==> config.mk <==
export PLATFORM = sky130hd
export DESIGN_NAME = mod3719_mac_feeder
export DESIGN_NICKNAME = d
export VERILOG_FILES = /design/src/rtl/mod3719_pkg.sv /design/src/rtl/mod3719_fold.sv /design/src/rtl/mod3719_mac_feeder.sv
export SDC_FILE = /design/constraint.sdc
export NUM_CORES = 1
export LEC_CHECK = 0
export ABC_AREA = 1
export BUFFER_PORTS_ARGS = -buffer_cell sky130_fd_sc_hd__clkbuf_2
export CAP_MARGIN = 20
export CORE_MARGIN = 3
export CORE_UTILIZATION = 48
export CTS_BUF_LIST = sky130_fd_sc_hd__clkbuf_8 sky130_fd_sc_hd__clkbuf_16
export CTS_CLUSTER_SIZE = 40
export DETAILED_ROUTE_END_ITERATION = 8
export REMOVE_ABC_BUFFERS = 1
export SLEW_MARGIN = 10
export SYNTH_ARGS = -nofsm -noshare
export SYNTH_HDL_FRONTEND = slang
export SYNTH_SLANG_ARGS = --single-unit
==> constraint.sdc <==
create_clock -name clk -period 14.61 [get_ports clk]
set_input_delay 1.461 -clock clk [delete_from_list [all_inputs] [get_ports clk]]
set_output_delay 1.461 -clock clk [all_outputs]
set_load 0.05 [all_outputs]
==> src/rtl/mod3719_pkg.sv <==
// Shared constants for the q=3719 multiply-accumulate front end.
// FOLD is the residue of 2^K modulo Q, so x[hi]*2^K + x[lo] == x[hi]*FOLD + x[lo] (mod Q).
package mod3719_pkg;

    localparam int Q      = 3719;
    localparam int K      = 12;
    localparam int FOLD   = (1 << K) - Q;

    localparam int RES_W  = 12;
    localparam int PROD_W = 24;
    localparam int FOLD_W = 21;
    localparam int ACC_W  = 22;
    localparam int OUT_W  = 23;

endpackage

==> src/rtl/mod3719_fold.sv <==
// Combinational partial reduction: y = x[23:12]*FOLD + x[11:0].
// For any 24-bit input the result stays below 2^21, and it is congruent to x mod Q.
module mod3719_fold
    import mod3719_pkg::*;
(
    input  logic [PROD_W-1:0] x_i,
    output logic [FOLD_W-1:0] y_o
);

    localparam logic [FOLD_W-1:0] FOLD_C = FOLD_W'(FOLD);

    logic [FOLD_W-1:0] hi_scaled;

    assign hi_scaled = FOLD_W'(x_i[PROD_W-1:K]) * FOLD_C;
    assign y_o       = hi_scaled + FOLD_W'(x_i[K-1:0]);

endmodule

==> src/rtl/mod3719_mac_feeder.sv <==
// Streaming modular multiply-accumulate front end feeding the Barrett reducer.
// Three stages (multiply, fold, accumulate) under one global stall; one 23-bit
// result per frame, congruent to sum(a*b) mod Q and kept below 2^22.
module mod3719_mac_feeder
    import mod3719_pkg::*;
(
    input  logic             clk,
    input  logic             rst,
    input  logic             s_valid,
    output logic             s_ready,
    input  logic [RES_W-1:0] s_a,
    input  logic [RES_W-1:0] s_b,
    input  logic             s_last,
    output logic             m_valid,
    input  logic             m_ready,
    output logic [OUT_W-1:0] m_data
);

    logic              en;

    logic [PROD_W-1:0] p1_q;
    logic [PROD_W-1:0] p1_d;
    logic              v1_q;
    logic              l1_q;

    logic [FOLD_W-1:0] p2_q;
    logic [FOLD_W-1:0] p2_d;
    logic              v2_q;
    logic              l2_q;

    logic [ACC_W-1:0]  acc_q;
    logic [ACC_W-1:0]  acc_d;
    logic [FOLD_W-1:0] acc_fold;
    logic [ACC_W-1:0]  sum;

    logic [OUT_W-1:0]  m_data_q;
    logic [OUT_W-1:0]  m_data_d;
    logic              m_valid_q;
    logic              m_valid_d;

    // The whole pipe advances only when the output register is free or being drained.
    assign en      = !m_valid_q || m_ready;
    assign s_ready = en;
    assign m_valid = m_valid_q;
    assign m_data  = m_data_q;

    assign p1_d = PROD_W'(s_a) * PROD_W'(s_b);

    mod3719_fold u_fold_prod (
        .x_i (p1_q),
        .y_o (p2_d)
    );

    // Folding the accumulator before the add keeps it below 2^22 for any frame length.
    mod3719_fold u_fold_acc (
        .x_i (PROD_W'(acc_q)),
        .y_o (acc_fold)
    );

    assign sum = ACC_W'(acc_fold) + ACC_W'(p2_q);

    // Accumulate stage and output register next-state: close a frame on its last beat.
    always_comb begin
        acc_d     = acc_q;
        m_data_d  = m_data_q;
        m_valid_d = m_valid_q;
        if (m_valid_q && m_ready) begin
            m_valid_d = 1'b0;
        end
        if (en && v2_q) begin
            if (l2_q) begin
                m_data_d  = OUT_W'(sum);
                m_valid_d = 1'b1;
                acc_d     = '0;
            end else begin
                acc_d     = sum;
            end
        end
    end

    // Pipeline, accumulator and output registers; reset wins over the stall enable.
    always_ff @(posedge clk) begin
        if (rst) begin
            p1_q      <= '0;
            v1_q      <= 1'b0;
            l1_q      <= 1'b0;
            p2_q      <= '0;
            v2_q      <= 1'b0;
            l2_q      <= 1'b0;
            acc_q     <= '0;
            m_data_q  <= '0;
            m_valid_q <= 1'b0;
        end else begin
            if (en) begin
                p1_q <= p1_d;
                v1_q <= s_valid;
                l1_q <= s_last;
                p2_q <= p2_d;
                v2_q <= v1_q;
                l2_q <= l1_q;
            end
            acc_q     <= acc_d;
            m_data_q  <= m_data_d;
            m_valid_q <= m_valid_d;
        end
    end

endmodule
==> summary.txt, run 1 <==
Status
  – Status: finished clean

CTS
  – CTS Sinks: 94
  – TritonCTS buffer count: 9
  – CTS tree: yes
  – # Post-CTS Setup Buffers: 0
  – Clock buffer depth: 2
  – Post-CTS Hold Buffers: 0
  – Post-cts gate resize count: 0
  – Clock slew at reported path FFs: 0.09 ns
  – Root Driver: clkbuf_16
  – H-Tree Depth: 3
  – Worst-Skew Late Latency: 0.37 ns

Critical path
  – Arrival time at the worst endpoint: 6.76 ns
  – Slowest stage delay, CP: 0.57 ns
  – Setup crit end kind: register
  – CP max stage cell: fa_1
  – Cell mode on critical path: nand2_1
  – Critical path startpoint category: register
  – Worst Path Buf+Inv: 7
  – FF-to-FF setup slack: 8.13 ns
  – Crit-path leading delay family: adder cells
  – Critical path class: reg -> reg
  – Max FO, Critical Path: 7
  – Required @ worst endpoint: 14.90 ns

Routing
  – Remaining antenna violation count: 0
  – Via-per-instance ratio: 5.11
  – DRC violations left: 0
  – Routed WL: 38700 um
  – DR iter-0 viols: 754
  – Drt pass-1 iters: 5
  – DR vias: 12900
  – WL/cell: 15.3 um

Finish
  – Register area: 1880 um2
  – Area Overhead vs Synth: 5.84%
  – Filler instances: 3131
  – Post-route design area: 16100 um2
  – Layout cells sized above 1: 0.0503
  – Core Util, Final: 0.520
  – Diodes inserted: 0
  – Area of the multi-input gates: 11300 um2
  – Fin nets: 2536

Timing
  – Minimum clock period: 6.48 ns
  – Final period utilization: 0.443
  – Final setup fails: 0
  – Slew headroom: 0.263
  – Worst-margin pin slew: 1.10 ns
  – Setup TNS: 0 ns
  – Max-slew violations: 0
  – Final WS setup: 8.13 ns
  – Fmax: 0.154 GHz
  – Skew final: 0.0212 ns
  – Final hold violation count: 0
  – RSZ-0062 raised after global routing: no

Synthesis
  – FF+latch count, synth: 94
  – Synth Instances: 2106
  – Post-Syn Area per Cell: 7.21 um2
  – Distinct cells, synth: 41
  – Most common library cells after synthesis: 526 x nand2_1, 471 x inv_1, 212 x ha_1, 174 x fa_1, 108 x nor2_1
  – Top area cells in the synthesized netlist: fa_1 23%, ha_1 17%, nand2_1 13%
  – Register area share after synthesis: 0.124
  – Post-synth top area share: 0.230
  – Yosys top cell by area: fa_1
  – Ys async rst share: 0
  – Post-synth EDFFs: 0
  – Mapped Area: 15200 um2
  – Dominant synthesized flop cell: dfxtp_1
  – Synth warn: 0
  – Most frequent cell after synthesis: nand2_1

Placement
  – DP Area: 15800 um2
  – Hpwl dp: 32500 um
  – Port Buffer Count: 52
  – Gp weighted congestion: 0.977
  – Pre-CTS setup slack: 8.24 ns

Floorplanning
  – Core area: 30900 um2
  – Height of the chip: 184 um
  – Die width: 184 um
  – FP Rows: 64
  – Starting Density: 0.491
  – Number of primary I/O pins: 54
  – Die ar.: 33800 um2

GRT
  – Initial antenna violation count: 0
  – Global-route usage over all layers: 0.243
  – GRT Residual Overflow: 0
  – Vias in the first global route: 13000
  – First-pass GRT wire length: 66600 um
  – Largest net degree at the start of global routing: 73

Hold path
  – Hold Path Class: reg -> reg

Run
  – Max Cap Viol: 0
logic make-up after synthesis:
| kind of cell | synth area share |
|---|---|
| adder cells (fa/ha/maj) | 0.404 |
| AND/OR/NAND/NOR | 0.221 |
| buffers and inverters | 0.131 |
| flip-flops | 0.124 |
| XOR/XNOR | 0.0248 |
| other | 0.000247 |
| AO/OA/AOI/OAI | 0.0939 |
sequential cells by signal, indices dropped and copies added (netlist names):
register	cells
acc_q	22
p2_q	21
v1_q	1
p1_q	24
v2_q	1
l1_q	1
m_data	22
m_valid	1
l2_q	1
path summary, 6_finish.rpt:
path              from  depth (start not counted)   endpoint
max          acc_q[16]                         36  acc_q[17]
min reg2reg   acc_q[3]                          2   acc_q[3]
max reg2reg  acc_q[16]                         36  acc_q[17]
min           acc_q[3]                          2   acc_q[3]
layout by cell type (no fill, tap or decap), drive strengths merged, types with 11 or more instances in the layout:
cell and instances:
nand2 539, inv 480, ha 212, fa 174
nor2 113, a21oi 106, nand3 103, dfxtp 94
o21ai 84, clkbuf 61, xor2 33, o21bai 29
nand4 21, a21o 11
worst register-to-register path, delay by kind of cell (launching register included):
kind	cells	cell delay, ns
fa+ha+maj	7	3.27
buf+inv	7	0.37
xor+xnor	1	0.09
flops	1	0.42
compound gates	2	0.32
simple gates	19	1.93
final cells by class:
type,instances,share of cell area
Tap cell,396,0.0308
Clock buffer,9,0.0140
Clock inverter,7,0.00389
Inverter,476,0.111
Timing Repair Buffer,56,0.0189
Multi-Input combinational cell,1484,0.704
Sequential cell,94,0.117
through the flow:
stage	instances	hold WS (ns)
6_report	2522	0.478
5_1_grt	2522	0.513
4_1_cts	2521	0.480
3_5_place_dp	2505	0.470
3_3_place_gp	2505	0.460
2_1_floorplan	2054	0.444
layer usage:
metal,vias up,global-route usage,part of all wire
met5,-,0,0
met4,0,0.0378,0.012
met3,36,0.0324,0.043
met2,247,0.392,0.44
met1,6103,0.356,0.50
li1,6505,-,-
Power of run 1 is not shown: default switching activity piles up to over one toggle a cycle in this logic, so the estimate is an artifact.
==> inputs of run 2 (changes only) <==
--- a/config.mk
+++ b/config.mk
@@ -13,6 +13,7 @@
 export CTS_BUF_LIST = sky130_fd_sc_hd__clkbuf_8 sky130_fd_sc_hd__clkbuf_16
 export CTS_CLUSTER_SIZE = 40
 export DETAILED_ROUTE_END_ITERATION = 8
+export PLACE_DENSITY = 0.67
 export REMOVE_ABC_BUFFERS = 1
 export SLEW_MARGIN = 10
 export SYNTH_ARGS = -nofsm -noshare
==> constraint.sdc (replaced) <==
create_clock -name clk -period 5.6 [get_ports clk]
set_input_delay 0.56 -clock clk [delete_from_list [all_inputs] [get_ports clk]]
set_output_delay 0.56 -clock clk [all_outputs]
set_load 0.05 [all_outputs]
==> run 2 against run 1 <==
Compared with the run above:
- the run now ends with negative setup slack left
- via count increased by 4.8%
- wire length rose by 3.0%
- fmax grew 11%
- sequential share of layout area shrank 0.99 points
- die area unchanged
- critical path depth fell by 1
- worst setup slack lost 8.4 ns
- worst hold slack lost 0.018 ns
- clock-buffer cell count did not move
- utilization rose by 5.4 points
- clock skew is 0.011 ns lower
- first-iteration DRC count fell by 2.0%
==> summary.txt, run 2 (same netlist as run 1, synthesis figures left out) <==
GRT
  – Initial antenna violation count: 0 (unchanged)
  – GRT Residual Overflow: 0 (unchanged)
  – Vias in the first global route: 13600 (+4.7%)
  – Largest net degree at the start of global routing: 51 (-30%)
  – First-pass GRT wire length: 66900 um (+0.47%)
  – Global-route usage over all layers: 0.242 (-0.000956)

Finish
  – Most frequent cells in the layout: 481 x nand2_1, 457 x inv_1, 194 x ha_1
  – Most common cell after layout, fill and taps aside: nand2_1
  – Layout cells sized above 1: 0.163 (+0.113)
  – Top reg by flops: p1_q
  – Fin nets: 2647 (+4.4%)
  – Max reg flops: 24 (unchanged)
  – Diodes inserted: 0 (unchanged)
  – Area Overhead vs Synth: 16.9%

Floorplanning
  – Die width: 184 um (unchanged)
  – Die ar.: 33800 um2 (unchanged)
  – Height of the chip: 184 um (unchanged)
  – Core area: 30900 um2 (unchanged)
  – FP Rows: 64 (unchanged)
  – Starting Density: 0.491 (unchanged)
  – Number of primary I/O pins: 54 (unchanged)

Critical path
  – CP max stage cell: fa_1
  – Slowest stage delay, CP: 0.53 ns (-0.04 ns)
  – Setup crit end kind: register
  – Max FO, Critical Path: 4 (-3)
  – Required @ worst endpoint: 5.89 ns (-9.01 ns)
  – Critical path startpoint category: register
  – Arrival time at the worst endpoint: 6.12 ns (-0.64 ns)
  – Cell mode on critical path: nand2_2
  – Critical path class: reg -> reg

Timing
  – Final WS setup: -0.227 ns (-8.36 ns)
  – Final setup fails: 20 (+20)
  – Skew final: 0.00994 ns (-0.0113 ns)
  – RSZ-0062 raised after global routing: yes
  – Minimum clock period: 5.83 ns (-0.648 ns)
  – Worst-margin pin slew: 0.657 ns (-0.447 ns)
  – Final period utilization: 1.04 (+0.597)
  – Max-slew violations: 0 (unchanged)
  – Setup TNS: -2.93 ns (-2.93 ns)
  – Final hold violation count: 0 (unchanged)
  – Slew headroom: 0.559 (+0.296)
  – Fmax: 0.172 GHz (+11%)

CTS
  – CTS tree: yes
  – TritonCTS buffer count: 9 (unchanged)
  – Clock slew at reported path FFs: 0.07 ns (-0.02 ns)
  – H-Tree Depth: 3 (unchanged)
  – CTS Sinks: 94 (unchanged)
  – Root Driver: clkbuf_16
  – Clock buffer depth: 2 (unchanged)
  – Worst-Skew Late Latency: 0.36 ns (about the same)

Status
  – Status: finished, violations left
  – Failing checks: negative setup slack

Routing
  – DR iter-0 viols: 739 (-2.0%)
  – DRC violations left: 0 (unchanged)
  – WL/cell: 15.1 um (-1.3%)
  – Drt pass-1 iters: 5 (unchanged)
  – Routed WL: 39900 um (+3.0%)
  – Remaining antenna violation count: 0 (unchanged)
  – Via-per-instance ratio: 5.13 (+0.40%)
  – DR vias: 13500 (+4.8%)

Placement
  – Hpwl dp: 32500 um (about the same)
  – Gp weighted congestion: 0.964 (-1.3%)
  – Port Buffer Count: 52 (unchanged)

Run
  – Max Cap Viol: 0 (unchanged)

Hold path
  – Hold Path Class: in -> reg
run 2: cell types whose count changed in the layout (fill, tap and decap cells not counted), sizes merged:
cell | before | now
inv | 480 | 478
buf | 4 | 115
bufinv | 0 | 2
run 2: through the flow:
step                      instances  hold slack (ns)  cell area (um2)  setup slack, ns   util
after global placement         2593            0.461            16400           -0.408  0.531
after global routing           2633            0.494            17700           -0.551  0.574
after CTS                      2625            0.450            17300          -0.0951  0.558
final                          2633            0.460            17700           -0.227  0.574
after detailed placement       2593            0.466            16400           -0.501  0.531
after floorplan                2054            0.444            15000           -0.226      -
run 2: critical path, delay by kind of cell, from the launching register on:
kind,cells,cell delay [ns]
buffers and inverters,7,0.41
XOR/XNOR,2,0.27
adder cells (fa/ha/maj),7,3.03
AO/OA/AOI/OAI,2,0.16
flip-flops,1,0.36
AND/OR/NAND/NOR,17,1.48
run 2: path summary, 6_finish.rpt:
| kind | from | to | slack [ns] | depth (start not counted) |
|---|---|---|---|---|
| setup / recovery | acc_q[16] | acc_q[20] | -0.23 | 35 |
| hold / removal | s_last | l1_q | 0.46 | 3 |
| setup reg to reg | acc_q[16] | acc_q[20] | -0.23 | 35 |
| hold reg to reg | acc_q[4] | acc_q[4] | 0.48 | 2 |
run 2: layer usage:
metal / GRT usage / routed length, um
met5: 0 / 0
met4: 0.0559 / 1040
met2: 0.419 / 19200
met3: 0.0257 / 1530
met1: 0.327 / 18000
run 2: area by class of cell:
| cell class | instances | area [um2] |
|---|---|---|
| sequential | 94 | 1900 |
| clock buffer | 9 | 225 |
| tap | 396 | 495 |
| clock inverter | 7 | 97.6 |
| fill | 2885 | 13200 |
| inverter | 476 | 1800 |
| multi-input combinational | 1484 | 12100 |
| timing repair buffer | 167 | 1150 |
run 2: repair_timing:
action | CTS | global route
hold buffers | 0 | 0
endpoints found under the setup margin | 25 | 25
buffers inserted | 16 | 9
gates resized for setup | 104 | 93
pin swaps | 69 | 71
Power of run 2 is left out for the same reason.
